`config.mk`:
```
export PLATFORM = sky130hd
export DESIGN_NAME = dram_arbiter
export DESIGN_NICKNAME = d
export VERILOG_FILES = /design/src/rtl/sys_pkg.sv /design/src/rtl/dram_arb_grant.sv /design/src/rtl/dram_arbiter.sv
export SDC_FILE = /design/constraint.sdc
export NUM_CORES = 1
export LEC_CHECK = 0
export ABC_AREA = 1
export BUFFER_PORTS_ARGS = -buffer_cell sky130_fd_sc_hd__buf_2
export CAP_MARGIN = 40
export CORE_AREA = 2 2 128 130
export CTS_BUF_LIST = sky130_fd_sc_hd__clkbuf_4 sky130_fd_sc_hd__clkbuf_8
export CTS_CLUSTER_DIAMETER = 50
export DETAILED_ROUTE_END_ITERATION = 10
export DIE_AREA = 0 0 130 132
export GPL_ROUTABILITY_DRIVEN = 0
export SYNTH_ARGS = -nofsm -noshare
export SYNTH_HDL_FRONTEND = slang
export SYNTH_SLANG_ARGS = --single-unit
```
`constraint.sdc`:
```
create_clock -name i_clk -period 2.1 [get_ports i_clk]
set_input_delay 0.21 -clock i_clk [delete_from_list [all_inputs] [get_ports i_clk]]
set_output_delay 0.21 -clock i_clk [all_outputs]
set_load 0.02 [all_outputs]
```
`src/rtl/sys_pkg.sv`:
```
// -----------------------------------------------------------------------------
// sys_pkg
// Shared definitions for the DRAM arbiter: default bus widths, the starvation
// counter width and the read-response tag that steers one-cycle-late read data
// back to the CPU or DMA.
// -----------------------------------------------------------------------------
package sys_pkg;

  localparam int AW_DEF         = 24;  // requester address width
  localparam int DW_DEF         = 32;  // data width
  localparam int RAM_AW_DEF     = 13;  // RAM address width
  localparam int STARVE_MAX_DEF = 4;   // DMA wait limit in cycles
  localparam int STARVE_W       = 4;   // starvation counter width (limit 1..15)

  // Which requester issued a read.
  typedef enum logic {
    SRC_CPU = 1'b0,
    SRC_DMA = 1'b1
  } src_e;

  // Which target serves a read.
  typedef enum logic {
    REG_RAM  = 1'b0,
    REG_GPIO = 1'b1
  } region_e;

  // Captured at the cycle a read is taken; steers the response one cycle later.
  typedef struct packed {
    src_e    src;
    region_e region;
    logic    valid;
  } rd_tag_t;

  localparam rd_tag_t TAG_IDLE = '{src: SRC_CPU, region: REG_RAM, valid: 1'b0};

endpackage

```
`src/rtl/dram_arb_grant.sv`:
```
// -----------------------------------------------------------------------------
// dram_arb_grant
// Combinational RAM grant between CPU and DMA with DMA starvation protection.
// The CPU wins by default; once the DMA has waited STARVE_MAX cycles it takes
// the RAM for one cycle and the CPU is stalled.
//
// Ports
//   i_clk, i_rst     clock, asynchronous active-high reset
//   i_cpu_req        CPU requests the RAM this cycle (GPIO accesses excluded)
//   i_dma_req        DMA requests the RAM this cycle
//   o_cpu_win        CPU drives the RAM this cycle
//   o_dma_win        DMA drives the RAM this cycle
//   o_cpu_stall      CPU RAM request not taken this cycle
// -----------------------------------------------------------------------------
module dram_arb_grant
  import sys_pkg::*;
#(
  parameter int STARVE_MAX = STARVE_MAX_DEF
) (
  input  logic i_clk,
  input  logic i_rst,
  input  logic i_cpu_req,
  input  logic i_dma_req,
  output logic o_cpu_win,
  output logic o_dma_win,
  output logic o_cpu_stall
);

  localparam logic [STARVE_W-1:0] C_STARVE_MAX = STARVE_MAX[STARVE_W-1:0];

  logic [STARVE_W-1:0] r_starve_cnt;
  logic                w_force_dma;
  logic                w_dma_win;
  logic                w_cpu_win;

  // NOTE: every signal assigned in always_comb gets a value on every path
  // (here unconditionally) so no latch can be inferred.
  always_comb begin
    w_force_dma = i_dma_req && (r_starve_cnt == C_STARVE_MAX);
    w_dma_win   = i_dma_req && (!i_cpu_req || w_force_dma);
    w_cpu_win   = i_cpu_req && !w_force_dma;
  end

  // Grants are gated by reset so the RAM is deselected while reset is high,
  // independent of the requests still being presented.
  assign o_dma_win   = !i_rst && w_dma_win;
  assign o_cpu_win   = !i_rst && w_cpu_win;
  assign o_cpu_stall = !i_rst && i_cpu_req && !w_cpu_win;

  // The counter clears on every DMA grant, so a forced DMA win lasts exactly
  // one cycle and the stalled CPU gets the next one.
  // NOTE: sequential state uses non-blocking assignments only, so every
  // register samples the pre-edge values regardless of statement order.
  always_ff @(posedge i_clk or posedge i_rst) begin
    if (i_rst) begin
      r_starve_cnt <= '0;
    end else if (!i_dma_req || w_dma_win) begin
      r_starve_cnt <= '0;
    end else if (r_starve_cnt != C_STARVE_MAX) begin
      r_starve_cnt <= r_starve_cnt + 1'b1;
    end
  end

endmodule

```
`src/rtl/dram_arbiter.sv`:
```
// -----------------------------------------------------------------------------
// dram_arbiter
// Shares a single-port synchronous RAM between a CPU and a DMA engine, and
// passes CPU accesses with address bit AW-1 set straight to a GPIO block.
// Read data returns one cycle after the access is taken.
//
// Ports
//   i_clk, i_rst                  clock, asynchronous active-high reset
//   i_cpu_rd/i_cpu_wr             CPU strobes (write wins if both high)
//   i_cpu_addr/i_cpu_din          CPU address (bit AW-1 = GPIO) and write data
//   o_cpu_dout                    CPU read data, valid the cycle after a read
//   o_cpu_stall                   CPU access not taken this cycle; hold strobes
//   i_dma_req/i_dma_we            DMA request and write flag
//   i_dma_addr/i_dma_din          DMA address (RAM only) and write data
//   o_dma_gnt                     DMA drives the RAM this cycle
//   o_dma_rvalid/o_dma_dout       DMA read data, one cycle after a granted read
//   o_ram_*/i_ram_dout            RAM port (o_ram_cs_b active low)
//   o_gpio_*/i_gpio_dout          GPIO port
// -----------------------------------------------------------------------------
module dram_arbiter
  import sys_pkg::*;
#(
  parameter int AW         = AW_DEF,
  parameter int DW         = DW_DEF,
  parameter int RAM_AW     = RAM_AW_DEF,
  parameter int STARVE_MAX = STARVE_MAX_DEF
) (
  input  logic              i_clk,
  input  logic              i_rst,
  // CPU
  input  logic              i_cpu_rd,
  input  logic              i_cpu_wr,
  input  logic [AW-1:0]     i_cpu_addr,
  input  logic [DW-1:0]     i_cpu_din,
  output logic [DW-1:0]     o_cpu_dout,
  output logic              o_cpu_stall,
  // DMA
  input  logic              i_dma_req,
  input  logic              i_dma_we,
  input  logic [AW-1:0]     i_dma_addr,
  input  logic [DW-1:0]     i_dma_din,
  output logic              o_dma_gnt,
  output logic              o_dma_rvalid,
  output logic [DW-1:0]     o_dma_dout,
  // RAM
  output logic [RAM_AW-1:0] o_ram_addr,
  output logic [DW-1:0]     o_ram_din,
  output logic              o_ram_rnw,
  output logic              o_ram_cs_b,
  input  logic [DW-1:0]     i_ram_dout,
  // GPIO
  output logic [2:0]        o_gpio_addr,
  output logic [DW-1:0]     o_gpio_din,
  output logic              o_gpio_wr_en,
  input  logic [DW-1:0]     i_gpio_dout
);

  logic    w_cpu_req;
  logic    w_cpu_gpio;
  logic    w_cpu_ram_req;
  logic    w_cpu_win;
  logic    w_dma_win;
  logic    w_cpu_stall;
  rd_tag_t w_cpu_tag_nxt;
  rd_tag_t w_dma_tag_nxt;
  rd_tag_t r_cpu_tag;
  rd_tag_t r_dma_tag;

  // Address bits that neither the RAM nor the GPIO decode.
  logic w_unused_addr;
  assign w_unused_addr = &{1'b0, i_cpu_addr[AW-2:RAM_AW], i_dma_addr[AW-1:RAM_AW]};

  assign w_cpu_req     = i_cpu_rd || i_cpu_wr;
  assign w_cpu_gpio    = i_cpu_addr[AW-1];
  assign w_cpu_ram_req = w_cpu_req && !w_cpu_gpio;

  dram_arb_grant #(
    .STARVE_MAX (STARVE_MAX)
  ) u_grant (
    .i_clk       (i_clk),
    .i_rst       (i_rst),
    .i_cpu_req   (w_cpu_ram_req),
    .i_dma_req   (i_dma_req),
    .o_cpu_win   (w_cpu_win),
    .o_dma_win   (w_dma_win),
    .o_cpu_stall (w_cpu_stall)
  );

  assign o_cpu_stall = w_cpu_stall;
  assign o_dma_gnt   = w_dma_win;

  // RAM port: the winner of this cycle drives it; idle is deselected, read.
  always_comb begin
    o_ram_addr = '0;
    o_ram_din  = '0;
    o_ram_rnw  = 1'b1;
    o_ram_cs_b = 1'b1;
    if (w_cpu_win) begin
      o_ram_addr = i_cpu_addr[RAM_AW-1:0];
      o_ram_din  = i_cpu_din;
      o_ram_rnw  = !i_cpu_wr;
      o_ram_cs_b = 1'b0;
    end else if (w_dma_win) begin
      o_ram_addr = i_dma_addr[RAM_AW-1:0];
      o_ram_din  = i_dma_din;
      o_ram_rnw  = !i_dma_we;
      o_ram_cs_b = 1'b0;
    end
  end

  // GPIO port bypasses arbitration entirely.
  assign o_gpio_addr  = i_cpu_addr[2:0];
  assign o_gpio_din   = i_cpu_din;
  assign o_gpio_wr_en = !i_rst && w_cpu_gpio && i_cpu_wr;

  // A CPU GPIO read and a DMA RAM read can be taken in the same cycle, so each
  // requester has its own tag; the CPU tag also records which target answers.
  always_comb begin
    w_cpu_tag_nxt        = TAG_IDLE;
    w_cpu_tag_nxt.src    = SRC_CPU;
    w_cpu_tag_nxt.region = w_cpu_gpio ? REG_GPIO : REG_RAM;
    w_cpu_tag_nxt.valid  = !i_rst && i_cpu_rd && !i_cpu_wr && (w_cpu_gpio || w_cpu_win);

    w_dma_tag_nxt        = TAG_IDLE;
    w_dma_tag_nxt.src    = SRC_DMA;
    w_dma_tag_nxt.region = REG_RAM;
    w_dma_tag_nxt.valid  = w_dma_win && !i_dma_we;
  end

  // Clearing the tags on reset drops any read in flight.
  always_ff @(posedge i_clk or posedge i_rst) begin
    if (i_rst) begin
      r_cpu_tag <= TAG_IDLE;
      r_dma_tag <= TAG_IDLE;
    end else begin
      r_cpu_tag <= w_cpu_tag_nxt;
      r_dma_tag <= w_dma_tag_nxt;
    end
  end

  assign o_cpu_dout   = (r_cpu_tag.valid && r_cpu_tag.src == SRC_CPU &&
                         r_cpu_tag.region == REG_GPIO) ? i_gpio_dout : i_ram_dout;
  assign o_dma_rvalid = r_dma_tag.valid && (r_dma_tag.src == SRC_DMA) &&
                        (r_dma_tag.region == REG_RAM);
  assign o_dma_dout   = i_ram_dout;

endmodule

```
==> impl_metrics.json, run 1 <==
{
  "skew_ns": 0.00182,
  "cp-end-kind": "primary output",
  "synth_cells": 307,
  "die_w_um": 130,
  "avgSynthCellArea_um2": 7.01,
  "criticalPathCategory": "flop to primary output",
  "finalHoldViolations": 0,
  "required_ns": 1.89,
  "htree_levels": 1,
  "dp_hpwl_um": 7440,
  "finalSetupViolCount": 0,
  "wl_per_cell_um": 12.5,
  "path_max_fanout": 23,
  "numPortBuffers": 310,
  "startpoint_type": "flop",
  "r2r_slack_ns": 0.53,
  "timing.final.crit_share": 0.936,
  "overflow": 0,
  "core_area_mm2": 0.0157,
  "timing.setup.tns_ns": 0,
  "antenna_cells": 0,
  "min_period_ns": 1.97,
  "rows": 46,
  "reg2regPathDepth": 8,
  "yosys_warnings": 0,
  "whs_ns": 0.0598,
  "p_per_area_mw_per_mm2": 311,
  "clock_path_buffers": 2,
  "ant_nets": 0,
  "syn2layout_area_growth_pct": 63.8,
  "vias": 2929,
  "hp-class": "input port to async pin",
  "multiInputGateArea_mm2": 0.00128,
  "finalWirelength_um": 9420,
  "numCtsBuffers": 3,
  "path_clk_slew_ns": 0.04,
  "yosysSeqAreaShare": 0.0930,
  "fmax_mhz": 509,
  "fin_nets": 725,
  "cts_tree": "built",
  "grt_pass1_wl_um": 13000,
  "hold_buffers": 0,
  "cts.sinks": 8,
  "rsz0062_at_grt": "no",
  "syn_area_mm2": 0.00215,
  "firstDrtPassIters": 4,
  "drive_gt1_frac": 0.673,
  "ir_drop_uv": 161,
  "drv_slew": 0,
  "cp_data_arrival_time_ns": 1.76,
  "die_height_um": 132,
  "antenna_found_initial": 0,
  "grt_pass1_vias": 2660,
  "track_usage": 0.0924,
  "syn_nets": 491,
  "io_pins": 332,
  "drt_iter0_drc": 166,
  "ys_ff_latch": 8,
  "drc_errors": 0,
  "vias_per_cell": 3.88,
  "grt_max_degree": 49,
  "final-seq-area_um2": 200,
  "p_leak_uw": 0.00212,
  "root_buffer": "clkbuf_8",
  "ys_types": 25,
  "status": "finished clean",
  "max_cap_violations": 0,
  "die-area_mm2": 0.0172,
  "clk_latency_ns": 0.22,
  "nFillCells": 1773,
  "initial_core_util": 0.137
}
[state kept, by name, indices dropped and copies added (netlist names)]
| name | count |
|---|---|
| u_grant.r_starve_cnt | 4 |
| r_dma_tag | 2 |
| r_cpu_tag | 2 |
[cells in the mapped netlist (all sizes together)]
cell type   n  area, um2
nor3        2       15.0
nand2      54        213
xor2        1       8.76
inv        10       37.5
xnor2       1       8.76
mux2       32        360
dfrtp       8        200
nor4        1       6.26
conb        1       3.75
a21oi       2       10.0
nor2        9       41.3
nand3      95        576
clkbuf      2       7.51
buf        87        639
ha          2       25.0
[routing by layer]
metal | part of all wire | wire length [um] | vias up | global-route usage
li1 | - | - | 1429 | -
met1 | 0.40 | 3770 | 1301 | 0.113
met2 | 0.51 | 4800 | 191 | 0.176
met3 | 0.082 | 768 | 8 | 0.0101
met4 | 0.0083 | 78 | 0 | 0.00956
met5 | 0 | 0 | - | 0
[timing repair]
action / CTS / global route
gates resized for setup: 0 / 0
setup buffers: 0 / 0
endpoints found under the setup margin: 0 / 10
[per-stage QoR]
| stage | power [uW] | utilization | instance area (um2) | setup WS [ns] | std cells |
|---|---|---|---|---|---|
| finish | 1100 | 0.224 | 3520 | 0.135 | 755 |
| detailed placement | 913 | 0.219 | 3430 | 0.339 | 750 |
| global placement | 911 | 0.219 | 3430 | 0.320 | 750 |
| CTS | 1100 | 0.221 | 3470 | 0.0919 | 753 |
| floorplan | 648 | - | 2150 | 0.326 | 307 |
| global route | 1180 | 0.224 | 3520 | 0.0141 | 755 |
[worst max-delay path, stage by stage (launching register included)]
cell and delay [ns]:
dfrtp_1 0.39, inv_1 0.07, ha_1 0.14, nand2_1 0.05, inv_1 0.06, nand2_2 0.14, nand2_4 0.13, buf_12 0.17
nand3_1 0.09, nand2_1 0.10, buf_2 0.17
[layout by cell type (no fill, tap or decap), drive strengths merged]
cell / netlist / layout
buf: 87 / 316
conb: 1 / 1
clkbuf: 2 / 5
xnor2: 1 / 1
dfrtp: 8 / 8
nor4: 1 / 1
nor3: 2 / 2
nand3: 95 / 95
nand2: 54 / 54
a21oi: 2 / 2
inv: 10 / 10
nor2: 9 / 9
mux2: 32 / 32
ha: 2 / 2
xor2: 1 / 1
[power breakdown]
| group | switching, uW | internal [uW] | total, uW |
|---|---|---|---|
| Sequential | 2.09 | 160 | 162 |
| Clock | 55.0 | 124 | 179 |
| Combinational | 456 | 299 | 755 |
| Total | 513 | 582 | 1100 |
[cell families after synthesis]
kind of cell / share of synthesized area
AOI/OAI and AO/OA: 0.00465
xor gates and xnor gates: 0.00814
adders and majority gates: 0.0116
buffers and inverters: 0.318
DFF: 0.0930
muxes: 0.167
other: 0.00174
and+or+nand+nor: 0.395
[cell type report]
| type | count | area share |
|---|---|---|
| clock buffers | 3 | 0.0117 |
| inverters | 10 | 0.0106 |
| multi-input cells | 200 | 0.363 |
| flip-flops and latches | 8 | 0.0568 |
| well taps | 216 | 0.0767 |
| repair buffers | 318 | 0.481 |
[worst paths after layout]
| path | from | to |
|---|---|---|
| min in group i_clk | i_dma_we | r_dma_tag[0]$_DFF_PP0_ |
| worst max-delay path | u_grant.r_starve_cnt[0]$_DFFE_PP0P_ | o_ram_addr[1] |
| max in group asynchronous | i_rst | r_dma_tag[2]$_DFF_PP0_ |
| worst min-delay path | i_rst | r_dma_tag[0]$_DFF_PP0_ |
| worst max register to register | u_grant.r_starve_cnt[0]$_DFFE_PP0P_ | u_grant.r_starve_cnt[3]$_DFFE_PP0P_ |
| worst min register to register | u_grant.r_starve_cnt[0]$_DFFE_PP0P_ | u_grant.r_starve_cnt[0]$_DFFE_PP0P_ |
(Power assumes the default switching activity.)
==> run 2: changes to the inputs <==
CORE_AREA = 2 2 131 133   (was 2 2 128 130)
DIE_AREA = 0 0 133 135   (was 0 0 130 132)
SYNTH_HIERARCHICAL = 1   (was not set)
==> impl_metrics.json, run 2 <==
{
  "status": "finished clean",
  "synth_top_family_by_area": "simple AND/OR/NAND/NOR gates",
  "timing.final.crit_share": 0.990,
  "drt_iter0_drc": 106,
  "syn2layout_area_growth_pct": 73.4,
  "synth-simple-area-share": 0.523,
  "synth_compound_area_frac": 0.00896,
  "startpoint_type": "flop",
  "seqPwrFrac": 0.140,
  "ys_ff_latch": 8,
  "syn_nets": 564,
  "ir_drop_uv": 149,
  "top_regs": "u_grant/r_starve_cnt x4, r_cpu_tag x2, r_dma_tag x2",
  "numCtsBuffers": 3,
  "rows": 47,
  "synthTopCellsByArea": "nand2_1 (29%), buf_4 (26%), nand3_1 (19%)",
  "drc_errors": 0,
  "pwr-share-comb": 0.700,
  "power_switching_uw": 548,
  "synth_flop_cell": "dfrtp_1",
  "final-seq-area_um2": 200,
  "layout_commonest_cell": "buf_2",
  "largest-register": "u_grant/r_starve_cnt",
  "setup_ws_ns": 0.0204,
  "p_int_uw": 615,
  "avgSynthCellArea_um2": 5.51,
  "dp_hpwl_um": 8270,
  "die_height_um": 135,
  "finalSetupViolCount": 0,
  "relSlewSlack": 0.614,
  "synthDominantCellAreaShare": 0.294,
  "synth_adder_area_share": 0.0119,
  "firstDrtPassIters": 4,
  "hp-class": "input port to flop",
  "io_pins": 332,
  "synth_cells": 380,
  "cp-end-kind": "primary output",
  "yosysMostFrequentCell": "nand2_1",
  "instances_no_fill": 836,
  "synth_common_cells": "nand2_1 (164), nand3_1 (79), buf_4 (72), nor2_1 (13), buf_2 (12)",
  "yosys.area_share.xor_xnor": 0.00418,
  "die_w_um": 133,
  "clk_latency_ns": 0.23,
  "clkPwrFrac": 0.160,
  "cts.sinks": 8,
  "numPortBuffers": 310,
  "final_util": 0.221,
  "largest_register_ffs": 4,
  "overflow": 0,
  "vias": 3270,
  "p_per_area_mw_per_mm2": 321,
  "synth-async-reset-ratio": 1.00,
  "finalHoldViolations": 0,
  "p_leak_uw": 0.00229,
  "clock_path_buffers": 2,
  "final_cell_mix": "buf_2 (265), nand2_1 (164), nand3_1 (77), buf_4 (48), nor2_1 (13)",
  "dpl.cell_count": 824,
  "antenna_cells": 0,
  "p_sw_frac": 0.471,
  "nFillCells": 1859,
  "yosysSeqAreaShare": 0.0956,
  "criticalPathCategory": "flop to primary output",
  "rsz0062_at_grt": "yes",
  "initial_core_util": 0.128,
  "fin_nets": 802,
  "min_period_ns": 2.08,
  "yosysTopAreaCell": "nand2_1",
  "timing.setup.tns_ns": 0,
  "cp_data_arrival_time_ns": 1.87,
  "cts_tree": "built",
  "multiInputGateArea_mm2": 0.00118,
  "die-area_mm2": 0.0180,
  "yosys_warnings": 6,
  "grt_pass1_vias": 2772,
  "path_clk_slew_ns": 0.04,
  "drive_gt1_frac": 0.550,
  "grt_pass1_wl_um": 13600,
  "required_ns": 1.89,
  "wl_per_cell_um": 12.3,
  "grt_max_degree": 48,
  "htree_levels": 1,
  "syn_area_mm2": 0.00209,
  "skew_ns": 0.000804,
  "finalWirelength_um": 10300,
  "vias_per_cell": 3.91,
  "core_area_mm2": 0.0164,
  "ant_nets": 0,
  "antenna_found_initial": 0,
  "path_max_fanout": 14,
  "drv_slew": 0,
  "fmax_mhz": 481,
  "max_cap_violations": 0,
  "track_usage": 0.0955,
  "root_buffer": "clkbuf_8",
  "synth_enable_flop_cells": 0,
  "pre_cts_ws_ns": 0.266,
  "tightest_slew_ns": 0.577,
  "synth_mux_area_frac": 0,
  "ys_types": 19
}
[run 2: worst paths after layout]
path | startpoint | to | slack (ns) | depth (start not counted)
worst min-delay path | i_cpu_addr[23] | r_cpu_tag[1]$_DFF_PP0_ | 0.13 | 1
worst max register to register | u_grant/r_starve_cnt[0]$_DFFE_PP0P_ | r_dma_tag[0]$_DFF_PP0_ | 0.35 | 11
worst min register to register | u_grant/r_starve_cnt[0]$_DFFE_PP0P_ | u_grant/r_starve_cnt[0]$_DFFE_PP0P_ | 0.60 | 2
max in group asynchronous | i_rst | u_grant/r_starve_cnt[1]$_DFFE_PP0P_ | 1.43 | 3
worst max-delay path | u_grant/r_starve_cnt[0]$_DFFE_PP0P_ | o_ram_rnw | 0.02 | 12
min in group asynchronous | i_rst | r_dma_tag[2]$_DFF_PP0_ | 0.44 | 3
[run 2: repair_timing]
action	4_1_cts	5_1_grt
gates resized for setup	0	54
setup endpoints to repair	0	46
hold buffers	2	0
endpoints found under the hold margin	8	0
setup buffers	0	5
[run 2: stage by stage]
stage	total power [uW]	hold slack (ns)	cell area, um2
2_1_floorplan	651	-0.0239	2090
3_3_place_gp	922	0.128	3340
3_5_place_dp	922	0.138	3340
4_1_cts	1120	0.130	3400
5_1_grt	1240	0.136	3630
6_report	1160	0.135	3630
[run 2: worst max-delay path: stages (launching register included)]
cell and delay [ns]:
dfrtp_1 0.41, inv_1 0.07, ha_1 0.16, nand2_1 0.06, inv_2 0.09, nand2_2 0.08, a21oi_4 0.18, buf_6 0.14
buf_12 0.13, nand2_1 0.05, nand2_1 0.05, o21ai_1 0.05, buf_2 0.16
[run 2: metal layers]
layer	global-route usage	vias to the layer above	wire (um)
li1	-	1600	-
met1	0.0982	1447	3680
met2	0.201	218	5590
met3	0.0184	5	974
met4	0.0125	0	50
met5	0	-	0
[run 2: cell families (layout without fill, tap and decap cells)]
| logic type | after synthesis | count (layout) |
|---|---|---|
| compound gates | 3 | 3 |
| xor+xnor | 1 | 1 |
| fa+ha+maj | 2 | 2 |
| buf+inv | 104 | 340 |
| flops | 8 | 8 |
| other cells | 1 | 1 |
| simple gates | 261 | 261 |
[run 2: power groups by stage]
| stage | Combinational [uW] | Sequential, uW | Clock (uW) |
|---|---|---|---|
| after global placement | 757 | 165 | 0 |
| after global routing | 875 | 163 | 198 |
| after detailed placement | 757 | 165 | 0 |
| final | 815 | 163 | 186 |
| after CTS | 764 | 163 | 193 |
| after floorplan | 487 | 164 | 0 |
[run 2: area by class of cell]
type | instances | share of cell area
Clock buffer | 3 | 0.0114
Inverter | 11 | 0.0114
Multi-Input combinational cell | 268 | 0.325
Sequential cell | 8 | 0.0551
Tap cell | 220 | 0.0758
Timing Repair Buffer | 326 | 0.521
